**config.mk**
```make
export PLATFORM = sky130hd
export DESIGN_NAME = arrolhador_flat
export DESIGN_NICKNAME = d
export VERILOG_FILES = /design/src/rtl/arrolhador_if.sv /design/src/rtl/arrolhador.sv /design/src/flat_wrapper.sv
export SDC_FILE = /design/constraint.sdc
export NUM_CORES = 1
export LEC_CHECK = 0
export ABC_CLOCK_PERIOD_IN_PS = 2100
export CAP_MARGIN = 25
export CORE_ASPECT_RATIO = 1.2
export CORE_UTILIZATION = 40
export CTS_CLUSTER_DIAMETER = 100
export DETAILED_ROUTE_END_ITERATION = 10
export GPL_TIMING_DRIVEN = 1
export PLACE_DENSITY = 0.68
export SLEW_MARGIN = 20
export SYNTH_ARGS = -nofsm -noshare
export SYNTH_HDL_FRONTEND = slang
export SYNTH_SLANG_ARGS = --single-unit
```
**constraint.sdc**
```tcl
create_clock -name clk -period 2.1 [get_ports clk]
set_input_delay 0.21 -clock clk [delete_from_list [all_inputs] [get_ports clk]]
set_output_delay 0.21 -clock clk [all_outputs]
set_load 0.01 [all_outputs]
```
**src/rtl/arrolhador_if.sv**
```systemverilog
// Signal bundle between the corking station and the line: bottle sensing, cork stock and drives.
// With VERIFICA_VEDACAO_EN defined it also carries the seal-check input and the reject outputs.
interface arrolhador_if;
    logic       garrafa_cheia;
    logic [7:0] CONTAGEM_ROLHAS_LINHA;
    logic       ACIONAR_VEDADOR;
    logic       done;
    logic       LIBERAR_ESTEIRA;
    logic       ALERTA_SEM_ROLHA;
    logic [7:0] CONTAGEM_GARRAFAS_VEDADAS;
    logic [1:0] ESTADO;
`ifdef VERIFICA_VEDACAO_EN
    logic       rolha_ok;
    logic       REJEITAR_GARRAFA;
    logic [7:0] CONTAGEM_REJEITADAS;
`endif

    modport master (
`ifdef VERIFICA_VEDACAO_EN
        output rolha_ok,
        input  REJEITAR_GARRAFA,
        input  CONTAGEM_REJEITADAS,
`endif
        output garrafa_cheia,
        output CONTAGEM_ROLHAS_LINHA,
        input  ACIONAR_VEDADOR,
        input  done,
        input  LIBERAR_ESTEIRA,
        input  ALERTA_SEM_ROLHA,
        input  CONTAGEM_GARRAFAS_VEDADAS,
        input  ESTADO
    );

    modport slave (
`ifdef VERIFICA_VEDACAO_EN
        input  rolha_ok,
        output REJEITAR_GARRAFA,
        output CONTAGEM_REJEITADAS,
`endif
        input  garrafa_cheia,
        input  CONTAGEM_ROLHAS_LINHA,
        output ACIONAR_VEDADOR,
        output done,
        output LIBERAR_ESTEIRA,
        output ALERTA_SEM_ROLHA,
        output CONTAGEM_GARRAFAS_VEDADAS,
        output ESTADO
    );
endinterface

```
**src/rtl/arrolhador.sv**
```systemverilog
// Corking station: waits for a filled bottle and corks on the line, seals it, pulses done, releases the conveyor.
// Optional seal verification and reject counting is enabled with VERIFICA_VEDACAO_EN.
module arrolhador #(
    parameter int unsigned TEMPO_VEDACAO   = 4,
    parameter int unsigned TEMPO_LIBERACAO = 2
) (
    input  logic        clk,
    input  logic        reset,
    arrolhador_if.slave bus
);

    typedef enum logic [1:0] {
        IDLE         = 2'd0,
        ESPERA_ROLHA = 2'd1,
        VEDANDO      = 2'd2,
        LIBERANDO    = 2'd3
    } estado_t;

    localparam logic [7:0] CARGA_VEDACAO   = (TEMPO_VEDACAO > 1)   ? 8'(TEMPO_VEDACAO - 1)   : 8'd0;
    localparam logic [7:0] CARGA_LIBERACAO = (TEMPO_LIBERACAO > 0) ? 8'(TEMPO_LIBERACAO - 1) : 8'd0;
    localparam logic       LIBERA_ATIVA    = (TEMPO_LIBERACAO > 0);

    estado_t    estado_q,  estado_d;
    logic [7:0] timer_q,   timer_d;
    logic       vedador_q, vedador_d;
    logic       done_q,    done_d;
    logic       liberar_q, liberar_d;
    logic       alerta_q,  alerta_d;
    logic [7:0] vedadas_q, vedadas_d;
`ifdef VERIFICA_VEDACAO_EN
    logic       rejeitar_q,   rejeitar_d;
    logic [7:0] rejeitadas_q, rejeitadas_d;
`endif

    // Next-state, timer, counter and output computation
    always_comb begin
        estado_d  = estado_q;
        timer_d   = timer_q;
        done_d    = 1'b0;
        liberar_d = 1'b0;
        vedadas_d = vedadas_q;
`ifdef VERIFICA_VEDACAO_EN
        rejeitar_d   = 1'b0;
        rejeitadas_d = rejeitadas_q;
`endif
        case (estado_q)
            IDLE: begin
                if (bus.garrafa_cheia) begin
                    if (bus.CONTAGEM_ROLHAS_LINHA != 8'd0) begin
                        estado_d = VEDANDO;
                        timer_d  = CARGA_VEDACAO;
                    end else begin
                        estado_d = ESPERA_ROLHA;
                    end
                end else begin
                    estado_d = IDLE;
                end
            end
            ESPERA_ROLHA: begin
                if (!bus.garrafa_cheia) begin
                    estado_d = IDLE;
                end else if (bus.CONTAGEM_ROLHAS_LINHA != 8'd0) begin
                    estado_d = VEDANDO;
                    timer_d  = CARGA_VEDACAO;
                end else begin
                    estado_d = ESPERA_ROLHA;
                end
            end
            VEDANDO: begin
                if (timer_q == 8'd0) begin
                    estado_d  = LIBERANDO;
                    timer_d   = CARGA_LIBERACAO;
                    done_d    = 1'b1;
                    liberar_d = LIBERA_ATIVA;
`ifdef VERIFICA_VEDACAO_EN
                    // The cork is consumed either way; only a good seal counts as sealed.
                    if (bus.rolha_ok) begin
                        if (vedadas_q != 8'hFF) begin
                            vedadas_d = vedadas_q + 8'd1;
                        end else begin
                            vedadas_d = vedadas_q;
                        end
                    end else begin
                        rejeitar_d = 1'b1;
                        if (rejeitadas_q != 8'hFF) begin
                            rejeitadas_d = rejeitadas_q + 8'd1;
                        end else begin
                            rejeitadas_d = rejeitadas_q;
                        end
                    end
`else
                    if (vedadas_q != 8'hFF) begin
                        vedadas_d = vedadas_q + 8'd1;
                    end else begin
                        vedadas_d = vedadas_q;
                    end
`endif
                end else begin
                    timer_d = timer_q - 8'd1;
                end
            end
            LIBERANDO: begin
                if (timer_q != 8'd0) begin
                    timer_d   = timer_q - 8'd1;
                    liberar_d = 1'b1;
                end else if (!bus.garrafa_cheia) begin
                    estado_d = IDLE;
                end else begin
                    // Bottle still present: hold here so it is not corked twice.
                    estado_d = LIBERANDO;
                end
            end
            default: begin
                estado_d = IDLE;
                timer_d  = 8'd0;
            end
        endcase
        vedador_d = (estado_d == VEDANDO);
        alerta_d  = (estado_d == ESPERA_ROLHA);
    end

    // State and registered-output update with synchronous reset
    always_ff @(posedge clk) begin
        if (reset) begin
            estado_q  <= IDLE;
            timer_q   <= 8'd0;
            vedador_q <= 1'b0;
            done_q    <= 1'b0;
            liberar_q <= 1'b0;
            alerta_q  <= 1'b0;
            vedadas_q <= 8'd0;
`ifdef VERIFICA_VEDACAO_EN
            rejeitar_q   <= 1'b0;
            rejeitadas_q <= 8'd0;
`endif
        end else begin
            estado_q  <= estado_d;
            timer_q   <= timer_d;
            vedador_q <= vedador_d;
            done_q    <= done_d;
            liberar_q <= liberar_d;
            alerta_q  <= alerta_d;
            vedadas_q <= vedadas_d;
`ifdef VERIFICA_VEDACAO_EN
            rejeitar_q   <= rejeitar_d;
            rejeitadas_q <= rejeitadas_d;
`endif
        end
    end

    assign bus.ACIONAR_VEDADOR           = vedador_q;
    assign bus.done                      = done_q;
    assign bus.LIBERAR_ESTEIRA           = liberar_q;
    assign bus.ALERTA_SEM_ROLHA          = alerta_q;
    assign bus.CONTAGEM_GARRAFAS_VEDADAS = vedadas_q;
    assign bus.ESTADO                    = estado_q;
`ifdef VERIFICA_VEDACAO_EN
    assign bus.REJEITAR_GARRAFA          = rejeitar_q;
    assign bus.CONTAGEM_REJEITADAS       = rejeitadas_q;
`endif

endmodule

```
**src/flat_wrapper.sv**
```systemverilog
// flat-port wrapper written by rule: the top's interface ports become plain ports
module arrolhador_flat 
#(
    parameter int unsigned TEMPO_VEDACAO   = 4,
    parameter int unsigned TEMPO_LIBERACAO = 2
)
  (clk, reset, bus_garrafa_cheia, bus_CONTAGEM_ROLHAS_LINHA, bus_ACIONAR_VEDADOR, bus_done, bus_LIBERAR_ESTEIRA, bus_ALERTA_SEM_ROLHA, bus_CONTAGEM_GARRAFAS_VEDADAS, bus_ESTADO);
  arrolhador_if bus_i ();
  input  logic clk;
  input  logic reset;
  input wire logic [$bits(bus_i.garrafa_cheia)-1:0] bus_garrafa_cheia;
  input wire logic [$bits(bus_i.CONTAGEM_ROLHAS_LINHA)-1:0] bus_CONTAGEM_ROLHAS_LINHA;
  output wire logic [$bits(bus_i.ACIONAR_VEDADOR)-1:0] bus_ACIONAR_VEDADOR;
  output wire logic [$bits(bus_i.done)-1:0] bus_done;
  output wire logic [$bits(bus_i.LIBERAR_ESTEIRA)-1:0] bus_LIBERAR_ESTEIRA;
  output wire logic [$bits(bus_i.ALERTA_SEM_ROLHA)-1:0] bus_ALERTA_SEM_ROLHA;
  output wire logic [$bits(bus_i.CONTAGEM_GARRAFAS_VEDADAS)-1:0] bus_CONTAGEM_GARRAFAS_VEDADAS;
  output wire logic [$bits(bus_i.ESTADO)-1:0] bus_ESTADO;
  assign bus_i.garrafa_cheia = bus_garrafa_cheia;
  assign bus_i.CONTAGEM_ROLHAS_LINHA = bus_CONTAGEM_ROLHAS_LINHA;
  assign bus_ACIONAR_VEDADOR = bus_i.ACIONAR_VEDADOR;
  assign bus_done = bus_i.done;
  assign bus_LIBERAR_ESTEIRA = bus_i.LIBERAR_ESTEIRA;
  assign bus_ALERTA_SEM_ROLHA = bus_i.ALERTA_SEM_ROLHA;
  assign bus_CONTAGEM_GARRAFAS_VEDADAS = bus_i.CONTAGEM_GARRAFAS_VEDADAS;
  assign bus_ESTADO = bus_i.ESTADO;
  arrolhador #(.TEMPO_VEDACAO(TEMPO_VEDACAO), .TEMPO_LIBERACAO(TEMPO_LIBERACAO)) u_core (.clk(clk), .reset(reset), .bus(bus_i));
endmodule
```
Yosys cells after proc, flatten, opt, wreduce, memory -nomap -nowiden
Index checks and enable logic that the tools add are counted.
Widths: inputs -> output; s select.
{"block": "classes", "muxes": 14, "n_eq_ne": 9, "n_reduce_logical": 8, "addsub": 2, "bitwise": 1}
{"operator": "$mux 8", "n": 4}
{"operator": "$pmux 8 s3", "n": 1}
{"operator": "$reduce_bool 8->1", "n": 2}
{"operator": "$mux 2", "n": 5}
{"operator": "$add 8x1->8 const B", "n": 1}
{"operator": "$logic_not 8->1", "n": 1}
{"operator": "$ne 8x8->1 const B", "n": 1}
{"operator": "$sub 8x1->8 const B", "n": 1}
{"operator": "$eq 2x2->1 const B", "n": 3}
{"operator": "$ne 2x1->1 const B", "n": 3}
{"operator": "$pmux 2 s3", "n": 1}
{"operator": "$reduce_and 3->1", "n": 2}
{"operator": "$eq 2x1->1 const B", "n": 2}
{"operator": "$reduce_or 2->1", "n": 2}
{"operator": "$logic_not 2->1", "n": 1}
{"operator": "$mux 1", "n": 2}
{"operator": "$pmux 1 s2", "n": 1}
{"operator": "$not 1->1", "n": 1}
{"block": "totals", "output_inout_bits": 14, "register_bits": 22, "in_bits": 11}

Depth between registers and ports, before layout
{"block": "depth", "ltp_word": 5, "mapped_depth": 7, "depth_no_buf": 6}

Worst setup path before layout
No wires, ideal clock.
{"block": "synth_path", "path_kind": "register to register", "startpoint": "reg u_core.timer_q[0]", "endpoint": "reg u_core.timer_q[7]", "stages_incl_launch_ff": 8, "setup_ps": 115, "slack_ps": 154, "t_arrival_ps": 1831, "required_time_ps": 1985, "path_cell_list": "dfxtp_1 inv_1 ha_1 or3b_2 or3_1 buf_6 and4_4 o21ba_1"}
{"block": "synth_between", "elab_chain_cells": 3}
{"element": "start: declaration", "line_no": "arrolhador.sv:24", "rtl": "logic [7:0] timer_q, timer_d;"}
{"element": "start signal: assignment", "line_no": "arrolhador.sv:138", "rtl": "timer_q <= timer_d;"}
{"element": "$sub 8x1->8, or another cell as far along", "line_no": "arrolhador.sv:99, arrolhador.sv:104"}
{"element": "$mux 8, or another cell as far along", "line_no": "arrolhador.sv:103", "rtl": "if (timer_q != 8'd0) begin"}
{"element": "$pmux 8 s3 / $reduce_and 3->1 (equally long branches)"}
Several ways; a longest one is shown, not always the timed one. The select of a mux whose other input is x is not followed.
A chain may end at the register's enable or synchronous reset.

Worst setup path after layout
{"block": "layout_path", "startpoint": "reg u_core.timer_q[0]", "endpoint": "reg u_core.alerta_q, in the netlist u_core.bus.ALERTA_SEM_ROLHA"}
{"block": "layout_between", "elab_chain_cells": 4}
{"element": "$reduce_bool 8->1 / $logic_not 8->1 (equally long branches)", "line_no": "arrolhador.sv:103, arrolhador.sv:70"}
{"element": "$mux 2, on equally long branches", "line_no": "arrolhador.sv:103, arrolhador.sv:70"}
{"element": "$pmux 2 s3 (*)", "line_no": "arrolhador.sv:46", "rtl": "case (estado_q)"}
{"element": "$eq 2x1->1 (*)", "line_no": "arrolhador.sv:119", "rtl": "alerta_d = (estado_d == ESPERA_ROLHA);"}
{"element": "end signal: assignment", "line_no": "arrolhador.sv:142", "rtl": "alerta_q <= alerta_d;"}
{"element": "end: declaration", "line_no": "arrolhador.sv:28", "rtl": "logic alerta_q, alerta_d;"}
Mark *: on every way between the ends. The rest lies on a longest branch, timed or not.

==> impl_results.md <==
- Status: complete, no violations
- Slew Limit Fails: 0
- Top cell type's share of synthesized area: 0.381
- # resized after CTS: 0
- DRT Wirelength: around 2.7 mm
- RSZ-0062 raised after global routing: false
- Final Critical Period: 1980 ps
- Synth Instances: between 100 and 150
- Die Area: just over 3000 um2
- H-tree depth: 1
- Clock slew at reported path FFs: between 100 and 150 ps
- Main combinational cell family by area after synthesis: simple AND/OR/NAND/NOR gates
- Initial core utilization: 0.420
- Final Hold Fails: 0
- Drt wl/cell: around 13 um
- Die Height: ~61 um
- CTS tree: yes
- # IOs: 25
- Core box area: roughly 2800 um2
- EDFF count, synth: 0
- Clock Skews: about 8.1 ps
- Postcts setup bufs: 0
- Pwr Density: between 700 and 800 nW/um2
- DP HPWL: 2.03 mm
- CTS root buf: clkbuf_4
- DP Cell Count: just under 200
- Worst min path class: flip-flop to flip-flop
- First-pass GRT wire length: approximately 4.7 mm
- Bufs on Longest Clock Path: 2
- Mapped Area: 1160 um2
- Synth cell types: 39
- Mux share of post-synthesis cell area: 0
- WHS Path Cells: 2
- Critical R2R Capture: u_core.bus.ALERTA_SEM_ROLHA$_SDFF_PP0_
- DRC errors left: 0
- Hold worst-path end: u_core.bus.CONTAGEM_GARRAFAS_VEDADAS[5]$_SDFFE_PP0P_
- Crit path DAT: roughly 2200 ps
- Initial antenna violation count: 0
- Crit Path Category: flip-flop to flip-flop
- Reg2Reg Setup Slack: between 100 and 150 ps
- Antenna Violating Nets Remaining: 0
- Number of vias per cell: 5.66
- Post-synthesis register bit count: 22
- Worst rel slew slack: 0.524
- GPL Wtd Cong: 0.869
- XOR/XNOR Fraction of Synth Area: 0
- Detail Route met3 WL: 130 um
- M1 WL: roughly 1.2 mm
- Fmax: between 500 and 600 MHz
- TNS Setup: 0 ps
- Drt first-iter violations: 17
- Num CTS Buffers: 3
- Overall power: around 1.1 mW
- RR Startpoint: u_core.timer_q[0]$_SDFFE_PP0P_
- Uppermost layer routed: met4
- Main flop type after synthesis: dfxtp_1
- Post-synth top area cell: dfxtp_1
- Max-cap violation count: 0
- Largest net degree at the start of global routing: 17
- Worst setup EP type: flip-flop
- Measured slew at the worst slew-check pin: around 710 ps
- Synth Area in Simple Gates: 0.291
- Final period util: 0.944
- Mapped Nets: about 150
- Wire length on met2: around 1.4 mm
- CP max FO: 5
- Worst VDD drop: 0.478 mV
- Clk sinks: 22
- Post-Synth Adder-Cell Area: 0.0216
- Origin of the worst min-delay path: u_core.bus.CONTAGEM_GARRAFAS_VEDADAS[5]$_SDFFE_PP0P_
- Die width: approximately 51 um
- Top cells by area, synth: dfxtp_1 (38%), a21oi_1 (6.9%), or4_1 (4.5%)
- Pre-Repair DR Iteration Count: 4
- Final Setup Violations: 0
- Hold Slack: roughly 500 ps
- Clock Latency Late Sink: ~300 ps
- N_diodes: 0
- Post-synthesis sequential area ratio: 0.381
- I/O Buffers: 24
- Final core occ: 0.546
- Final net count: around 180
- Fillers: 268
- Grt ovf: 0
- Synth Area in Compound Gates: 0.252
- Syn Area/Cell: ~8.4 um2
- Vias: ~1.1k
- CP Launch Type: flip-flop
- Req. time, crit path: 2310 ps
- Yosys Warn Count: 0
- # rows: 21
- Vias in the first global route: between 1k and 1.5k
- Syn-to-layout area delta: 30.1%
- # hold bufs at CTS: 0
- Layout cells sized above 1: 0.115
- Asr flop ratio synth: 0
- Total track usage: 0.199
- Non-Filler Instances: 199
- Static Leak: between 0.5 and 0.6 nW
- Worst Reg-to-Reg Cells: 6
-- sequential cells by signal, summed over array words and instances (netlist names) --
register / cells
u_core.bus.ACIONAR_VEDADOR: 1
u_core.bus.ALERTA_SEM_ROLHA: 1
u_core.bus.CONTAGEM_GARRAFAS_VEDADAS: 8
u_core.bus.ESTADO: 2
u_core.bus.LIBERAR_ESTEIRA: 1
u_core.bus.done: 1
u_core.timer_q: 8
-- metal layers --
layer | global-route usage | vias to the layer above
met2 | 0.353 | 27
met5 | 0 | -
met3 | 0.0226 | 2
li1 | - | 582
met1 | 0.249 | 516
met4 | 0.0714 | 0
-- worst max path at each step --
stage / end / depth (start not counted) / start / slack [ps]
2_1_floorplan: u_core.timer_q[7]$_SDFFE_PP0P_ / 7 / u_core.timer_q[0]$_SDFFE_PP0P_ / 150
3_3_place_gp: u_core.timer_q[7]$_SDFFE_PP0P_ / 6 / u_core.timer_q[0]$_SDFFE_PP0P_ / 100
4_1_cts: u_core.timer_q[7]$_SDFFE_PP0P_ / 6 / u_core.timer_q[0]$_SDFFE_PP0P_ / 50
6_report: u_core.bus.ALERTA_SEM_ROLHA$_SDFF_PP0_ / 6 / u_core.timer_q[0]$_SDFFE_PP0P_ / 120
3_5_place_dp: u_core.timer_q[7]$_SDFFE_PP0P_ / 5 / bus_CONTAGEM_ROLHAS_LINHA[5] / 60
5_1_grt: u_core.bus.ALERTA_SEM_ROLHA$_SDFF_PP0_ / 6 / u_core.timer_q[0]$_SDFFE_PP0P_ / 5
-- through the flow --
stage          worst slack, ps  area (um2)
2_1_floorplan              154        1160
6_report                   117        1510
3_3_place_gp              99.9        1450
4_1_cts                   53.4        1500
5_1_grt                   4.63        1510
3_5_place_dp              57.3        1450
-- report_power, final --
| part | switching [mW] | internal [mW] | total (mW) |
|---|---|---|---|
| clock | 0.129 | 0.193 | 0.321 |
| sequential | 0.0374 | 0.450 | 0.487 |
| combinational | 0.156 | 0.157 | 0.314 |
| total | 0.322 | 0.800 | 1.12 |
-- synth_stat cells, types with 2 or more instances --
master	instances
dfxtp_1	22
a21oi_1	16
inv_1	9
o21ai_0	8
nand2_1	7
nor2_1	7
or4_1	7
nor3_1	6
a31oi_1	5
nand3_1	5
clkbuf_1	4
o31ai_1	4
and4_1	3
a21boi_0	2
a31o_2	2
and3_1	2
ha_1	2
nand4_1	2
nor2b_1	2
nor4_1	2
o41ai_1	2
or3_1	2
-- logic make-up after synthesis --
family / Yosys count
and+or+nand+nor: 53
AOI/OAI and AO/OA: 46
DFF: 22
buffers and inverters: 15
adders and majority gates: 2
-- cells in the final DEF, fill, tap and decap left out, drive strengths merged, types with 6 or more instances in the layout --
| cell type | netlist | final |
|---|---|---|
| a21oi | 16 | 16 |
| clkdlybuf4s50 | 0 | 24 |
| dfxtp | 22 | 22 |
| inv | 9 | 9 |
| nand2 | 7 | 7 |
| nor2 | 7 | 7 |
| nor3 | 6 | 6 |
| o21ai | 8 | 8 |
| or4 | 8 | 8 |
-- worst max-delay path: stages (launching register included) --
cell	delay, ps
dfxtp_1	350
inv_1	60
ha_1	170
or3b_2	510
nor3_1	340
o21ai_0	180
a211oi_1	280
-- layout make-up --
class | instances | area, um2 | area share
clock buffers | 3 | 22.5 | 0.0150
multi-input cells | 101 | 658 | 0.437
flip-flops and latches | 22 | 440 | 0.293
well taps | 34 | 42.5 | 0.0283
inverters | 9 | 33.8 | 0.0224
repair buffers | 29 | 278 | 0.185
clock inverters | 1 | 30.0 | 0.0200
No activity file was read; power rests on OpenSTA's default activity.
